===== src/rtl/vga_timing_pkg.sv =====
// Shared VGA 640x480@60 timing defaults, colour width and window decode helper.
package vga_timing_pkg;

  localparam int unsigned RGB_W = 12;
  localparam int unsigned CNT_W = 10;

  localparam int unsigned CLK_DIV_DEF        = 4;
  localparam int unsigned H_TOTAL_DEF        = 800;
  localparam int unsigned V_TOTAL_DEF        = 525;
  localparam int unsigned H_SYNC_DEF         = 96;
  localparam int unsigned V_SYNC_DEF         = 2;
  localparam int unsigned H_BRIGHT_START_DEF = 144;
  localparam int unsigned H_BRIGHT_END_DEF   = 784;
  localparam int unsigned V_BRIGHT_START_DEF = 35;
  localparam int unsigned V_BRIGHT_END_DEF   = 515;
  localparam int unsigned GAME_DIV_DEF       = 4;

  typedef struct packed {
    logic [3:0] r;
    logic [3:0] g;
    logic [3:0] b;
  } rgb_t;

  // Start inclusive, end exclusive on both axes.
  function automatic logic in_window(logic [CNT_W-1:0] h, logic [CNT_W-1:0] v,
                                     logic [CNT_W-1:0] hs, logic [CNT_W-1:0] he,
                                     logic [CNT_W-1:0] vs, logic [CNT_W-1:0] ve);
    return (h >= hs) && (h < he) && (v >= vs) && (v < ve);
  endfunction

endpackage


===== src/rtl/clk_enable_div.sv =====
// Clock-enable divider: one-clk tick every DIV master clocks, counter 0..DIV-1.
module clk_enable_div #(
  parameter int unsigned DIV = 4
) (
  input  logic clk,
  input  logic rst,
  output logic tick
);

  localparam int unsigned CW = (DIV > 1) ? $clog2(DIV) : 1;
  localparam logic [CW-1:0] LAST = CW'(DIV - 1);

  logic [CW-1:0] cnt_q, cnt_d;

  always_comb begin
    cnt_d = (cnt_q == LAST) ? '0 : cnt_q + 1'b1;
  end

  always_ff @(posedge clk or negedge rst) begin
    if (!rst) cnt_q <= '0;
    else      cnt_q <= cnt_d;
  end

  // Gated by rst so a DIV of 1 still yields no tick while held in reset.
  assign tick = rst & (cnt_q == LAST);

endmodule


===== src/rtl/display_timing_gen.sv =====
// VGA counters, sync, blanking and frame/game ticks. Define VGA_RGB_REG_EN to register
// the colour outputs on pix_tick (aligned with the syncs); default is combinational colour.
module display_timing_gen
  import vga_timing_pkg::*;
#(
  parameter int unsigned CLK_DIV        = CLK_DIV_DEF,
  parameter int unsigned H_TOTAL        = H_TOTAL_DEF,
  parameter int unsigned V_TOTAL        = V_TOTAL_DEF,
  parameter int unsigned H_SYNC         = H_SYNC_DEF,
  parameter int unsigned V_SYNC         = V_SYNC_DEF,
  parameter int unsigned H_BRIGHT_START = H_BRIGHT_START_DEF,
  parameter int unsigned H_BRIGHT_END   = H_BRIGHT_END_DEF,
  parameter int unsigned V_BRIGHT_START = V_BRIGHT_START_DEF,
  parameter int unsigned V_BRIGHT_END   = V_BRIGHT_END_DEF,
  parameter int unsigned GAME_DIV       = GAME_DIV_DEF
) (
  input  logic             clk,
  input  logic             rst,
  input  logic [RGB_W-1:0] rgb_in,
  output logic [CNT_W-1:0] hCount,
  output logic [CNT_W-1:0] vCount,
  output logic             bright,
  output logic             hSync,
  output logic             vSync,
  output logic [3:0]       vgaR,
  output logic [3:0]       vgaG,
  output logic [3:0]       vgaB,
  output logic             pix_tick,
  output logic             frame_tick,
  output logic             game_tick
);

  localparam logic [CNT_W-1:0] H_LAST   = CNT_W'(H_TOTAL - 1);
  localparam logic [CNT_W-1:0] V_LAST   = CNT_W'(V_TOTAL - 1);
  localparam logic [CNT_W-1:0] HS_W     = CNT_W'(H_SYNC);
  localparam logic [CNT_W-1:0] VS_W     = CNT_W'(V_SYNC);
  localparam logic [CNT_W-1:0] HB_START = CNT_W'(H_BRIGHT_START);
  localparam logic [CNT_W-1:0] HB_END   = CNT_W'(H_BRIGHT_END);
  localparam logic [CNT_W-1:0] VB_START = CNT_W'(V_BRIGHT_START);
  localparam logic [CNT_W-1:0] VB_END   = CNT_W'(V_BRIGHT_END);
  localparam logic [CNT_W-1:0] VB_LAST  = CNT_W'(V_BRIGHT_END - 1);
  localparam int unsigned      FW       = (GAME_DIV > 1) ? $clog2(GAME_DIV) : 1;
  localparam logic [FW-1:0]    F_LAST   = FW'(GAME_DIV - 1);

  logic [CNT_W-1:0] h_q, h_d, v_q, v_d;
  logic             hsync_q, vsync_q;
  logic [FW-1:0]    frame_q, frame_d;
  logic [RGB_W-1:0] rgb_out;
  rgb_t             pix_out;

  clk_enable_div #(
    .DIV (CLK_DIV)
  ) u_div (
    .clk  (clk),
    .rst  (rst),
    .tick (pix_tick)
  );

  always_comb begin
    h_d = h_q;
    v_d = v_q;
    if (pix_tick) begin
      if (h_q == H_LAST) begin
        h_d = '0;
        v_d = (v_q == V_LAST) ? '0 : v_q + 1'b1;
      end else begin
        h_d = h_q + 1'b1;
      end
    end
  end

  assign bright     = in_window(h_q, v_q, HB_START, HB_END, VB_START, VB_END);
  assign frame_tick = pix_tick && (h_q == H_LAST) && (v_q == VB_LAST);
  assign game_tick  = frame_tick && (frame_q == F_LAST);

  always_comb begin
    frame_d = frame_q;
    if (frame_tick) frame_d = (frame_q == F_LAST) ? '0 : frame_q + 1'b1;
  end

  // Syncs decode the post-tick counters so they change together with hCount/vCount.
  always_ff @(posedge clk or negedge rst) begin
    if (!rst) begin
      h_q     <= '0;
      v_q     <= '0;
      hsync_q <= 1'b1;
      vsync_q <= 1'b1;
      frame_q <= '0;
    end else begin
      h_q     <= h_d;
      v_q     <= v_d;
      frame_q <= frame_d;
      if (pix_tick) begin
        hsync_q <= (h_d >= HS_W);
        vsync_q <= (v_d >= VS_W);
      end
    end
  end

  assign hSync  = hsync_q;
  assign vSync  = vsync_q;
  assign hCount = h_q;
  assign vCount = v_q;

`ifdef VGA_RGB_REG_EN
  logic [RGB_W-1:0] rgb_q;

  always_ff @(posedge clk or negedge rst) begin
    if (!rst)          rgb_q <= '0;
    else if (pix_tick) rgb_q <= bright ? rgb_in : '0;
  end

  assign rgb_out = rgb_q;
`else
  assign rgb_out = bright ? rgb_in : '0;
`endif

  assign pix_out = rgb_out;
  assign vgaR    = pix_out.r;
  assign vgaG    = pix_out.g;
  assign vgaB    = pix_out.b;

endmodule


===== config.mk =====
export PLATFORM = sky130hd
export DESIGN_NAME = display_timing_gen
export DESIGN_NICKNAME = d
export VERILOG_FILES = /design/src/rtl/vga_timing_pkg.sv /design/src/rtl/clk_enable_div.sv /design/src/rtl/display_timing_gen.sv
export SDC_FILE = /design/constraint.sdc
export NUM_CORES = 1
export LEC_CHECK = 0
export ABC_AREA = 0
export CORE_UTILIZATION = 50
export DETAILED_ROUTE_END_ITERATION = 8
export PLACE_DENSITY_LB_ADDON = 0.05
export SLEW_MARGIN = 20
export SYNTH_ARGS = -nofsm -noshare
export SYNTH_HDL_FRONTEND = slang
export SYNTH_SLANG_ARGS = --single-unit

===== constraint.sdc =====
create_clock -name clk -period 5.2 [get_ports clk]
set_input_delay 1.04 -clock clk [delete_from_list [all_inputs] [get_ports clk]]
set_output_delay 1.04 -clock clk [all_outputs]
set_load 0.1 [all_outputs]

# == Word-level counts from Yosys, hierarchy flattened ==
# Cells that the tools add are included.
# Widths: inputs -> output; s select.
# totals
reg_bits,26
inputBits,14
out_inout_bits,38
wordCells,36
# classes
n_addsub,4
order_cmp,6
eq_ne,5
n_mux,8
bitwise,1
reduce_logical,6
# op_table
op,count
$mux 10,5
$eq 10x10->1 const B,3
$add 10x1->10 const B,2
$lt 10x10->1 const B,2
$mux 12,1
$ge 10x2->1 const B,1
$ge 10x6->1 const B,1
$ge 10x7->1 const B,1
$ge 10x8->1 const B,1
$logic_and 1x1->1,6
$add 2x1->2 const B,2
$eq 2x2->1 const B,2
$mux 2,2
$and 1x1->1,1

# == Longest topological paths before layout ==
# depth
ltp_word,5
mapped_depth,9
depth_no_buf,7

# == By module ==
# From an unflattened synthesis, not the netlist that was laid out.
# unflattened
hier_cells,208
hier_area_um2,1819.2
# modules_own_cells
mod,n_inst,cells_per_inst,area_each_um2,seq_area_each_um2
display_timing_gen,1,203,1746.7,603.1
clk_enable_div,1,5,72.6,50.0

# == Worst setup path after synthesis ==
# OpenSTA, ideal clock, no wires.
# synth_path
path_kind,register -> output
start,"register h_q[0], in the netlist hCount[0]"
end,output port game_tick
arrival_ps,3589
t_required_ps,4160
slack_ps,571
stages_incl_launch_ff,8
path_buffers,2
cell_sequence,dfrtp_1 ha_1 and3_1 buf_6 and4_4 buf_6 and4_1 and2_1
# synth_between
elab_chain_len,4
# synth_lines
element,line_no,rtl
start: declaration,display_timing_gen.sv:45,"logic [CNT_W-1:0] h_q, h_d, v_q, v_d;"
start signal: assignment,display_timing_gen.sv:84,h_q <= '0;
start signal: assignment,display_timing_gen.sv:90,h_q <= h_d;
$eq 10x10->1,display_timing_gen.sv:73,assign frame_tick = pix_tick && (h_q == H_LAST) && (v_q == VB_LAST);
$logic_and 1x1->1 (2 in series),display_timing_gen.sv:73,
via frame_tick,display_timing_gen.sv:29,"output logic frame_tick,"
$logic_and 1x1->1,display_timing_gen.sv:74,assign game_tick = frame_tick && (frame_q == F_LAST);
end: declaration,display_timing_gen.sv:30,output logic game_tick
# The timed path passes the listed nets, and every way through them passes these cells.

# == Worst setup path after layout ==
# layout_path
start,"register v_q[1], in the netlist vCount[1]"
end,output port vgaB[3]
# layout_between
elab_chain_len,4
word_cells_on_any_way,5
cone_classes,2 x order compare; 1 x mux; 2 x reduce/logical
# layout_lines
element,line_no,rtl
start: declaration,display_timing_gen.sv:45,
start signal: assignment,display_timing_gen.sv:91,v_q <= v_d;
$ge 10x6->1,vga_timing_pkg.sv:28,return (h >= hs) && (h < he) && (v >= vs) && (v < ve);
$logic_and 1x1->1,vga_timing_pkg.sv:28,
$logic_and 1x1->1 *,vga_timing_pkg.sv:28,
$mux 12 *,display_timing_gen.sv:115,assign rgb_out = bright ? rgb_in : '0;
end: declaration,display_timing_gen.sv:27,"output logic [3:0] vgaB,"
# Every way passes the cells marked *; elsewhere a longest branch is shown, timed or not.

==> reports/qor.txt <==
Routed WL: 3.831 mm
area of the core: 3103 um^2
met2 Use GR: 0.3889
CTS resizes: 0
average size of a mapped cell: 9.353 um^2
largest net degree at the start of global routing: 28
Post-Synth XOR/XNOR Area: 0.07324
RSZ-0062 raised after global routing: no
Rows: 20
post-synth top area share: 0.3587
Relative slew margins: 0.3238
max-cap violation count: 0
outcome: finished, final reports clean
Initial DRC Count: 42
vias in the first global route: 1,411
clock tree root buffer cell: clkbuf_4
most frequent cell after synthesis: dfrtp_1
Leak: 1.012 nW
Port Buffers: 51
area of the multi-input gates: 922.1 um^2
CTS tree: built
largest family of logic cells by synthesized area: simple AND/OR/NAND/NOR gates
Die Wd: 59.87 um
hpwl dp: 2.914 mm
Final nets: 246
element type at the critical path end: primary output
vias per inst: 5.601
Die Area: 3584 um^2
postcts setup bufs: 0
fmax: 227.6 MHz
Tmin final: 4.394 ns
post-synthesis mux area share: 0.01794
pwr/cell area: 243.0 nW/um^2
Worst Max-Slew Pin Slew: 1.011 ns
CTS Buf Count: 3
final worst path period share: 0.8449
Synth Flop Type: dfrtp_1
Fin Clk Skew: 0.01436 ns
synthesized area: 1674 um^2
GR Layer Usage met3: 0.02814
M1 GR Usage: 0.3186
Seq. cell area: 653.1 um^2
WS Path Type: flop to primary output
Yosys top cell by area: dfrtp_1
Top Usage Layer GRT: met2
Synth area leaders: dfrtp_1 (36%), and2_1 (6.4%), ha_1 (5.2%)
WP data arrival: 3.35 ns
fin. max-slew vios: 0
Initial Util: 0.5395
gr ovfl total: 0
commonest cells in the netlist: dfrtp_1 (24), and2_1 (17), nor2_1 (14)
Hold Vio Cnt, Final: 0
DRC viols: 0
post-synth cell types: 46
fin area: 2231 um^2
#FFs+latches synth: 26
Area after DPL: 2178 um^2
VDD IR max: 0.2885 mV
Critical Path Fanout Max: 13
Syn. warnings: 0
area grow syn2layout: 33.26%
Chip Height: 59.87 um
initial antenna violation count: 0
Tot GR Track Use: 0.2365
number of synthesized flops with an enable pin: 0
filler cell count: 271
routed vias: 1,501
Total Neg Setup Slack: 0 ns
gpl congestion: 0.8397
adder-cell share of the synthesized area: 0.05232
CTS Hold Bufs: 0
Detail Route Antenna Nets: 0
first-pass GRT wire length: 6.306 mm
crit path launch type: flop
Critical Path RT: 4.16 ns
post-synthesis compound-gate area fraction: 0.1143
CTS Buffer Depth: 2
Finish-stage setup viols: 0
Clk Latency, worst-skew pair: 0.34 ns
Ports: 52
Async SR Flop Fraction: 1.000
Hold WC Path Type: flop to flop
clock-pin slew on the worst setup and hold paths: 0.15 ns
share of layout cells above drive strength 1: 0.1027
first-pass detailed-route iteration total: 4
fraction of the mapped netlist area in simple logic gates: 0.2930
Synth Net Count: 200
H-tree depth: 1
routed wire length per instance: 14.29 um
Mapped Cells: 179
ANT cells: 0
register area share after synthesis: 0.3901
CTS sink count: 26
placed cells by master (no fill, tap or decap), drive strengths merged, types with 2 or more instances in the layout:
cell type / netlist / final
dfrtp: 24 / 24
clkdlybuf4s50: 0 / 44
xnor2: 10 / 10
nor3: 6 / 6
and3: 7 / 7
buf: 9 / 8
mux2i: 3 / 3
nor2: 14 / 14
ha: 7 / 7
and3b: 2 / 2
nand4: 4 / 4
dfstp: 2 / 2
clkbuf: 2 / 3
nand3: 10 / 10
xor2: 4 / 4
inv: 6 / 6
a21o: 3 / 3
a211oi: 2 / 2
nor4: 3 / 3
and2: 17 / 17
and4: 5 / 5
o21ai: 9 / 9
nand2: 13 / 13
a31oi: 2 / 2
a21oi: 5 / 5
cell type report:
type | count | area share
timing repair buffer | 52 | 0.2356
tap | 44 | 0.02468
sequential | 26 | 0.2928
clock inverter | 1 | 0.01346
inverter | 6 | 0.01010
clock buffer | 3 | 0.01010
multi-input combinational | 136 | 0.4133
final timing paths:
check / from / endpoint / slack, ns / cells past startpoint
setup / recovery: vCount[1] / vgaB[3] / 0.81 / 7
hold / removal: u_div.cnt_q[0] / u_div.cnt_q[0] / 0.44 / 1
setup reg to reg: hCount[0] / vSync / 3.06 / 7
hold reg to reg: u_div.cnt_q[0] / u_div.cnt_q[0] / 0.44 / 1
max in group asynchronous: rst / vSync / 3.75 / 2
min in group asynchronous: rst / hCount[7] / 1.14 / 2
power by group:
part	total [mW]	internal, mW	switching, mW
clock	0.141	0.0781	0.0634
combinational	0.167	0.0415	0.125
sequential	0.234	0.216	0.0179
total	0.542	0.335	0.207
worst max-delay path: stages (launching register included):
cell             delay (ns)
dfrtp_1                0.42
ha_1                   0.40
o41ai_1                0.10
a21oi_1                0.17
a31oi_1                0.08
a211oi_2               0.51
and2_1                 0.20
clkdlybuf4s50_1        1.13
routing by layer:
metal / wire length [um] / vias up / part of all wire
met2: 1854 / 57 / 0.48
met4: 56 / 0 / 0.015
met5: 0 / - / 0
li1: - / 715 / -
met1: 1683 / 724 / 0.44
met3: 237 / 5 / 0.062
sequential cells by signal (all words and copies together) (netlist names):
| register | flops |
|---|---|
| frame_q | 2 |
| hCount | 10 |
| hSync | 1 |
| u_div.cnt_q | 2 |
| vCount | 10 |
| vSync | 1 |
per-stage QoR:
step	cells	worst slack (ns)	util	hold WS [ns]	total power [mW]
after floorplan	179	0.5711	-	0.4099	0.3549
after global placement	264	1.173	0.7020	0.4190	0.4022
after detailed placement	264	1.170	0.7020	0.4306	0.4058
after CTS	268	0.7771	0.7190	0.4494	0.5464
after global routing	268	0.4987	0.7190	0.4686	0.5616
final	268	0.8064	0.7190	0.4447	0.5422
cell families after synthesis:
family          count (synthesis)
mux                             3
xor+xnor                       14
compound gates                 27
fa+ha+maj                       7
buf+inv                        17
flops                          26
simple gates                   85
Power figures use the tool's default switching activity.
